<file path="config.mk">
export PLATFORM = sky130hd
export DESIGN_NAME = key_pulse_gen_flat
export DESIGN_NICKNAME = d
export VERILOG_FILES = /design/src/rtl/key_pkg.sv /design/src/rtl/key_pulse_gen_if.sv /design/src/rtl/key_debounce.sv /design/src/rtl/key_pulse_gen.sv /design/src/flat_wrapper.sv
export SDC_FILE = /design/constraint.sdc
export NUM_CORES = 1
export LEC_CHECK = 0
export BUFFER_PORTS_ARGS = -buffer_cell sky130_fd_sc_hd__buf_4
export CELL_PAD_IN_SITES_DETAIL_PLACEMENT = 0
export CELL_PAD_IN_SITES_GLOBAL_PLACEMENT = 2
export CORE_ASPECT_RATIO = 2
export CORE_UTILIZATION = 46
export CTS_BUF_LIST = sky130_fd_sc_hd__clkbuf_8
export DETAILED_ROUTE_END_ITERATION = 10
export PLACE_DENSITY = 0.95
export SETUP_SLACK_MARGIN = 0.5
export SYNTH_ARGS = -nofsm -noshare
export SYNTH_HDL_FRONTEND = slang
export SYNTH_SLANG_ARGS = --single-unit
</file>
<file path="constraint.sdc">
create_clock -name clk -period 3.7 [get_ports clk]
set_input_delay 0.74 -clock clk [delete_from_list [all_inputs] [get_ports clk]]
set_output_delay 0.74 -clock clk [all_outputs]
set_load 0.05 [all_outputs]
</file>
<file path="src/rtl/key_pkg.sv">
// key_pkg: key index constants, auto-repeat state type and a small helper shared by the key path
package key_pkg;
  localparam int KEY_START = 0;
  localparam int KEY_STOP  = 1;
  localparam int KEY_NEXT  = 2;
  localparam int KEY_PRE   = 3;
  typedef enum logic [1:0] {IDLE = 2'd0, HOLD = 2'd1, REPEAT = 2'd2} rep_state_e;
  function automatic int max2(input int a, input int b);
    return (a > b) ? a : b;
  endfunction
endpackage

</file>
<file path="src/rtl/key_pulse_gen_if.sv">
// key_pulse_gen_if: raw active-low keys in, command pulses and debounced key levels out
interface key_pulse_gen_if;
  logic [3:0] key_n;
  logic       start;
  logic       stop;
  logic       next_song;
  logic       pre_song;
  logic [3:0] key_level;
  modport master (output key_n, input start, stop, next_song, pre_song, key_level);
  modport slave  (input key_n, output start, stop, next_song, pre_song, key_level);
endinterface

</file>
<file path="src/rtl/key_debounce.sv">
// key_debounce: 2-FF synchronizer, restart-on-bounce debounce counter, stable level and press-edge flag
module key_debounce #(
  parameter int DB_CNT = 20
) (
  input  logic clk,
  input  logic rst_n,
  input  logic i_key_n,
  output logic o_level,
  output logic o_press
);
  localparam int W = $clog2(DB_CNT) + 1;
  logic         r_s1;
  logic         r_s2;
  logic         r_stable;
  logic         r_press;
  logic [W-1:0] r_cnt;
  logic         w_diff;
  logic         w_done;
  assign w_diff  = (~r_s2) ^ r_stable;
  assign w_done  = w_diff && (r_cnt == W'(DB_CNT - 1));
  assign o_level = r_stable;
  assign o_press = r_press;
  // synchronize the raw key, count while it disagrees with the stable level, toggle after DB_CNT cycles
  always_ff @(posedge clk or negedge rst_n)
    if (!rst_n) begin
      r_s1     <= 1'b1;
      r_s2     <= 1'b1;
      r_stable <= 1'b0;
      r_press  <= 1'b0;
      r_cnt    <= '0;
    end else begin
      r_s1     <= i_key_n;
      r_s2     <= r_s1;
      r_cnt    <= (w_diff && !w_done) ? r_cnt + 1'b1 : '0;
      r_stable <= r_stable ^ w_done;
      r_press  <= w_done & ~r_stable;
    end
endmodule

</file>
<file path="src/rtl/key_pulse_gen.sv">
// key_pulse_gen: debounced key commands with stop>start>next>pre arbitration; KEY_AUTOREPEAT_EN adds next/pre auto-repeat
module key_pulse_gen
  import key_pkg::*;
#(
  parameter int CLK_FRE         = 50_000_000,
  parameter int DEBOUNCE_MS     = 20,
  parameter int REPEAT_DELAY_MS = 500,
  parameter int REPEAT_RATE_MS  = 200
) (
  input  logic clk,
  input  logic rst_n,
  key_pulse_gen_if.slave kp
);
  localparam int DB_CNT = CLK_FRE / 1000 * DEBOUNCE_MS;
  logic [3:0] w_level;
  logic [3:0] w_press;
  logic [3:0] w_req;
  logic       r_start;
  logic       r_stop;
  logic       r_next;
  logic       r_pre;
  genvar i;
  for (i = 0; i < 4; i++) begin : g_key
    key_debounce #(.DB_CNT(DB_CNT)) u_db (
      .clk     (clk),
      .rst_n   (rst_n),
      .i_key_n (kp.key_n[i]),
      .o_level (w_level[i]),
      .o_press (w_press[i])
    );
  end
`ifdef KEY_AUTOREPEAT_EN
  localparam int RD_CNT = CLK_FRE / 1000 * REPEAT_DELAY_MS;
  localparam int RR_CNT = CLK_FRE / 1000 * REPEAT_RATE_MS;
  localparam int RW     = $clog2(max2(RD_CNT, RR_CNT)) + 1;
  logic [1:0] w_rep;
  for (i = 0; i < 2; i++) begin : g_rep
    localparam int K = KEY_NEXT + i;
    rep_state_e    r_state;
    logic [RW-1:0] r_cnt;
    logic          w_hit;
    assign w_hit    = (r_state == HOLD && r_cnt == RW'(RD_CNT - 1)) ||
                      (r_state == REPEAT && r_cnt == RW'(RR_CNT - 1));
    assign w_rep[i] = w_hit & w_level[K];
    // press arms HOLD, initial delay enters REPEAT, each terminal count requests a pulse, release returns to IDLE
    always_ff @(posedge clk or negedge rst_n)
      if (!rst_n) begin
        r_state <= IDLE;
        r_cnt   <= '0;
      end else if (!w_level[K]) begin
        r_state <= IDLE;
        r_cnt   <= '0;
      end else if (r_state == IDLE) begin
        r_state <= w_press[K] ? HOLD : IDLE;
        r_cnt   <= '0;
      end else begin
        r_state <= w_hit ? REPEAT : r_state;
        r_cnt   <= w_hit ? '0 : r_cnt + 1'b1;
      end
  end
  assign w_req = {w_press[KEY_PRE:KEY_NEXT] | w_rep, w_press[KEY_STOP:KEY_START]};
`else
  assign w_req = w_press;
`endif
  // register one winning request per cycle; losers are dropped
  always_ff @(posedge clk or negedge rst_n)
    if (!rst_n) begin
      r_start <= 1'b0;
      r_stop  <= 1'b0;
      r_next  <= 1'b0;
      r_pre   <= 1'b0;
    end else begin
      r_stop  <= w_req[KEY_STOP];
      r_start <= w_req[KEY_START] & ~w_req[KEY_STOP];
      r_next  <= w_req[KEY_NEXT] & ~|w_req[KEY_STOP:KEY_START];
      r_pre   <= w_req[KEY_PRE] & ~|w_req[KEY_NEXT:KEY_START];
    end
  assign kp.start     = r_start;
  assign kp.stop      = r_stop;
  assign kp.next_song = r_next;
  assign kp.pre_song  = r_pre;
  assign kp.key_level = w_level;
endmodule

</file>
<file path="src/flat_wrapper.sv">
// flat-port wrapper written by rule: the top's interface ports become plain ports
module key_pulse_gen_flat import key_pkg::*;
#(
  parameter int CLK_FRE         = 50_000_000,
  parameter int DEBOUNCE_MS     = 20,
  parameter int REPEAT_DELAY_MS = 500,
  parameter int REPEAT_RATE_MS  = 200
)
  (clk, rst_n, kp_key_n, kp_start, kp_stop, kp_next_song, kp_pre_song, kp_key_level);
  key_pulse_gen_if kp_i ();
  input  logic clk;
  input  logic rst_n;
  input wire logic [$bits(kp_i.key_n)-1:0] kp_key_n;
  output wire logic [$bits(kp_i.start)-1:0] kp_start;
  output wire logic [$bits(kp_i.stop)-1:0] kp_stop;
  output wire logic [$bits(kp_i.next_song)-1:0] kp_next_song;
  output wire logic [$bits(kp_i.pre_song)-1:0] kp_pre_song;
  output wire logic [$bits(kp_i.key_level)-1:0] kp_key_level;
  assign kp_i.key_n = kp_key_n;
  assign kp_start = kp_i.start;
  assign kp_stop = kp_i.stop;
  assign kp_next_song = kp_i.next_song;
  assign kp_pre_song = kp_i.pre_song;
  assign kp_key_level = kp_i.key_level;
  key_pulse_gen #(.CLK_FRE(CLK_FRE), .DEBOUNCE_MS(DEBOUNCE_MS), .REPEAT_DELAY_MS(REPEAT_DELAY_MS), .REPEAT_RATE_MS(REPEAT_RATE_MS)) u_core (.clk(clk), .rst_n(rst_n), .kp(kp_i));
endmodule
</file>
==> impl_results.md <==
- Clock sink count: around 100
- Outcome: complete, no violations
- GRT busiest layer: met2
- IO Pins: 14
- Ant. Diodes: 0
- Grt met1 use: a little over a fifth
- Routed vias/inst: 5.60
- Setup violators final: 0
- Post-route ant nets: 0
- Setup Fix Bufs, Post-CTS: 0
- Sw frac: between 20 and 25%
- CTS root buffer: clkbuf_8
- Terminus of the critical flop-to-flop path: u_core.g_key[0].u_db.r_cnt[11]
- HPWL Detailed: ~6.8 mm
- Post-DP Area: roughly 0.0052 sq mm
- Met2 GRT Util: between 30% and 40%
- Unrepaired setup endpoints after global routing: no
- Final hold vios: 0
- Lkg Pwr: about 2.2 nW
- CTS tree: built
- Port buffer count: 13
- Worst Hold Path EP: u_core.g_key[0].u_db.r_s2
- Register area share after synthesis: ~53%
- Detailed router's first-iteration violation count: approximately 190
- Internal power: 1.44 mW
- Final Util: 50.9%
- Worst hold margin: ~0.36 ns
- Max Cap Viol: 0
- Top cell type's share of synthesized area: roughly half
- TNS Setup: 0 ns
- Setup ws final: 1.46 ns
- Placed cells: ~630
- Reg clk slew, reported paths: 0.08 ns
- M3 GR Usage: 3.72%
- Yosys Warn Count: 0
- Post-route cell area: 0.00533 sq mm
- Flop pwr share: a little over three fifths
- EDFF count, synth: 0
- Final nets: between 500 and 600
- Drt wl/cell: ~15 um
- Pin count of the biggest net entering global routing: 68
- Critical Path AT: between 2 and 2.5 ns
- Max-slew violation count: 0
- Synth Cell Area: about 0.005 sq mm
- Pre-CTS setup slack: 1.46 ns
- Crit path capture type: flop
- First-pass GRT wire length: between 15 and 20 mm
- FF-to-FF setup slack: around 1.5 ns
- Fin crit period: ~2.2 ns
- Layout Skew: between 0.01 and 0.015 ns
- Top FF cell, synth: dfrtp_1
- Worst R2R Start: u_core.g_key[0].u_db.r_cnt[10]
- Netlist cell types: 40
- Clock power frac: between 30% and 40%
- Remaining DRCs: 0
- Vias in the first global route: ~3700
- Top cells by area, synth: dfrtp_1 48%, xnor2_1 5.3%, nor2_1 5.1%
- Relative slew slack: about a third
- GP Congestion: approximately 0.81
- Synth area leader: dfrtp_1
- Die Ht: 149 um
- PostCTS Resize Cnt: 0
- Leading cell types in the layout, fill and taps excluded: 96 x dfrtp_1, 68 x nor2_1, 30 x inv_1, 30 x xnor2_1, 27 x nand4_1
- Core ar.: around 0.010 sq mm
- Floorplan row count: between 50 and 60
- Die area: between 0.01 and 0.015 sq mm
- Largest fanout on the critical path: 19
- Synthesis-to-finish area growth: 7.41%
- Total GRT Usage: 19.2%
- Instance count of the mapped netlist: 498
- Post-Route WL: about 9.7 mm
- Syn Area/Cell: roughly 10 sq um
- Cell depth of the worst hold path: 0
- Post-route insts no fill: between 600 and 700
- Highest Clock Rate: ~450 MHz
- Layout cells sized above 1: under 10%
- Post-CTS Hold Buffers: 0
- Min-Delay Startpoint: u_core.g_key[0].u_db.r_s1
- Max incr delay on CP: just over 0.9 ns
- Crit-path slowest cell: o41ai_4
- Longest Clk Path Bufs: 2
- Reg2Reg Depth: 4
- Initial Util: 47.4%
- WS Path Type: reg -> reg
- Most common cell after layout, fill and taps aside: dfrtp_1
- Critical Path RT: between 3 and 4 ns
- Ys async rst share: 100%
- DR pass1 iterations: 4
- Via Count: 3633
- Sequence of cells on the critical path: nor4_1 -> nand4_1 -> o41ai_4 -> nor2_1
- Mapped Nets: around 510
- Die W: between 70 and 80 um
- Num CTS Buffers: 9
- Yosys reg bits: around 100
- Tcrit/Tclk final: about three fifths
- Worst Max-Slew Pin Slew: 1.02 ns
- Pwr/cell area: between 300 and 400 mW/mm^2
- Worst min path class: reg -> reg
- Worst skew pair latency: roughly 0.38 ns
- Psw: between 0.4 and 0.5 mW
- Total chip power: between 1.5 and 2 mW
- Worst Setup Start Kind: flop
- Combinational power share: 3.6%
- Worst vdd ir: 0.000245 V
- Antenna violations before repair: 0
- Total gr overflow: 0
- CTS HTree Levels: 3
==> final cells by class <==
| type | instances | area [sq um] |
|---|---|---|
| Clock buffer | 11 | 151 |
| Clock inverter | 4 | 15.0 |
| Timing Repair Buffer | 15 | 113 |
| Sequential cell | 104 | 2610 |
| Tap cell | 137 | 171 |
| Multi-Input combinational cell | 352 | 2170 |
| Fill cell | 1006 | 5140 |
| Inverter | 26 | 97.6 |
==> cell usage after synthesis, types with 2 or more instances <==
master     instances
o31ai_1            6
nand2_1           25
nor4b_1            2
xnor2_1           30
nor4_1            15
clkbuf_1           5
and3_1             7
or4_4              2
and2_1             2
inv_1             26
and4_1             5
or3_1             21
or2_2              3
xor2_1            23
nand4bb_1          2
buf_2              3
a31o_2             3
nand4b_1           2
buf_1              3
dfstp_2            8
dfrtp_1           96
a41o_1             3
buf_4              5
ha_1               8
nand4_1           27
nor3b_1            2
a21oi_1           26
nor2_1            68
nor3_1            11
or4_1              8
o21ai_0           17
nor2b_1            2
nand3_1           25
==> metal layers <==
metal	part of all wire, %	vias to the layer above
li1	-	1773
met1	41	1798
met2	55	47
met3	2.1	15
met4	2.3	0
met5	0	-
==> worst max-delay path: cells and delay by family (launching register included) <==
family | cells | cell delay [ns]
AOI/OAI and AO/OA | 1 | 0.93
DFF | 1 | 0.43
and+or+nand+nor | 3 | 0.73
==> flip-flops by register name, summed over array words and instances (netlist names) <==
name	cells
u_core.g_key.u_db.r_cnt	84
u_core.g_key.u_db.o_level	4
u_core.g_key.u_db.o_press	4
u_core.g_key.u_db.r_s1	4
u_core.g_key.u_db.r_s2	4
u_core.kp.next_song	1
u_core.kp.pre_song	1
u_core.kp.start	1
u_core.kp.stop	1
==> worst max path at each step <==
stage                                               from                        endpoint  cells past startpoint
after floorplan            u_core.g_key[1].u_db.r_cnt[0]  u_core.g_key[1].u_db.r_cnt[20]                      5
final                     u_core.g_key[0].u_db.r_cnt[10]  u_core.g_key[0].u_db.r_cnt[11]                      4
after CTS                 u_core.g_key[0].u_db.r_cnt[10]  u_core.g_key[0].u_db.r_cnt[11]                      4
after global placement    u_core.g_key[0].u_db.r_cnt[10]   u_core.g_key[0].u_db.r_cnt[9]                      4
after detailed placement  u_core.g_key[0].u_db.r_cnt[10]  u_core.g_key[0].u_db.r_cnt[11]                      4
after global routing      u_core.g_key[0].u_db.r_cnt[10]  u_core.g_key[0].u_db.r_cnt[12]                      4
==> kinds of logic (layout without fill, tap and decap cells) <==
kind of cell | after synthesis | in the layout | share of synthesized area, %
flip-flops | 104 | 104 | 52.6
adder cells (fa/ha/maj) | 8 | 8 | 2.02
XOR/XNOR | 53 | 53 | 9.35
AO/OA/AOI/OAI | 57 | 57 | 7.11
buffers and inverters | 42 | 56 | 3.63
AND/OR/NAND/NOR | 234 | 234 | 25.3
==> power groups by stage <==
stage / clock network (mW) / logic [mW] / registers [mW]
3_5_place_dp: 0 / 0.0698 / 1.19
4_1_cts: 0.656 / 0.0704 / 1.17
5_1_grt: 0.695 / 0.0781 / 1.17
3_3_place_gp: 0 / 0.0680 / 1.19
6_report: 0.635 / 0.0664 / 1.17
2_1_floorplan: 0 / 0.0346 / 1.19
Power figures use the tool's default switching activity.
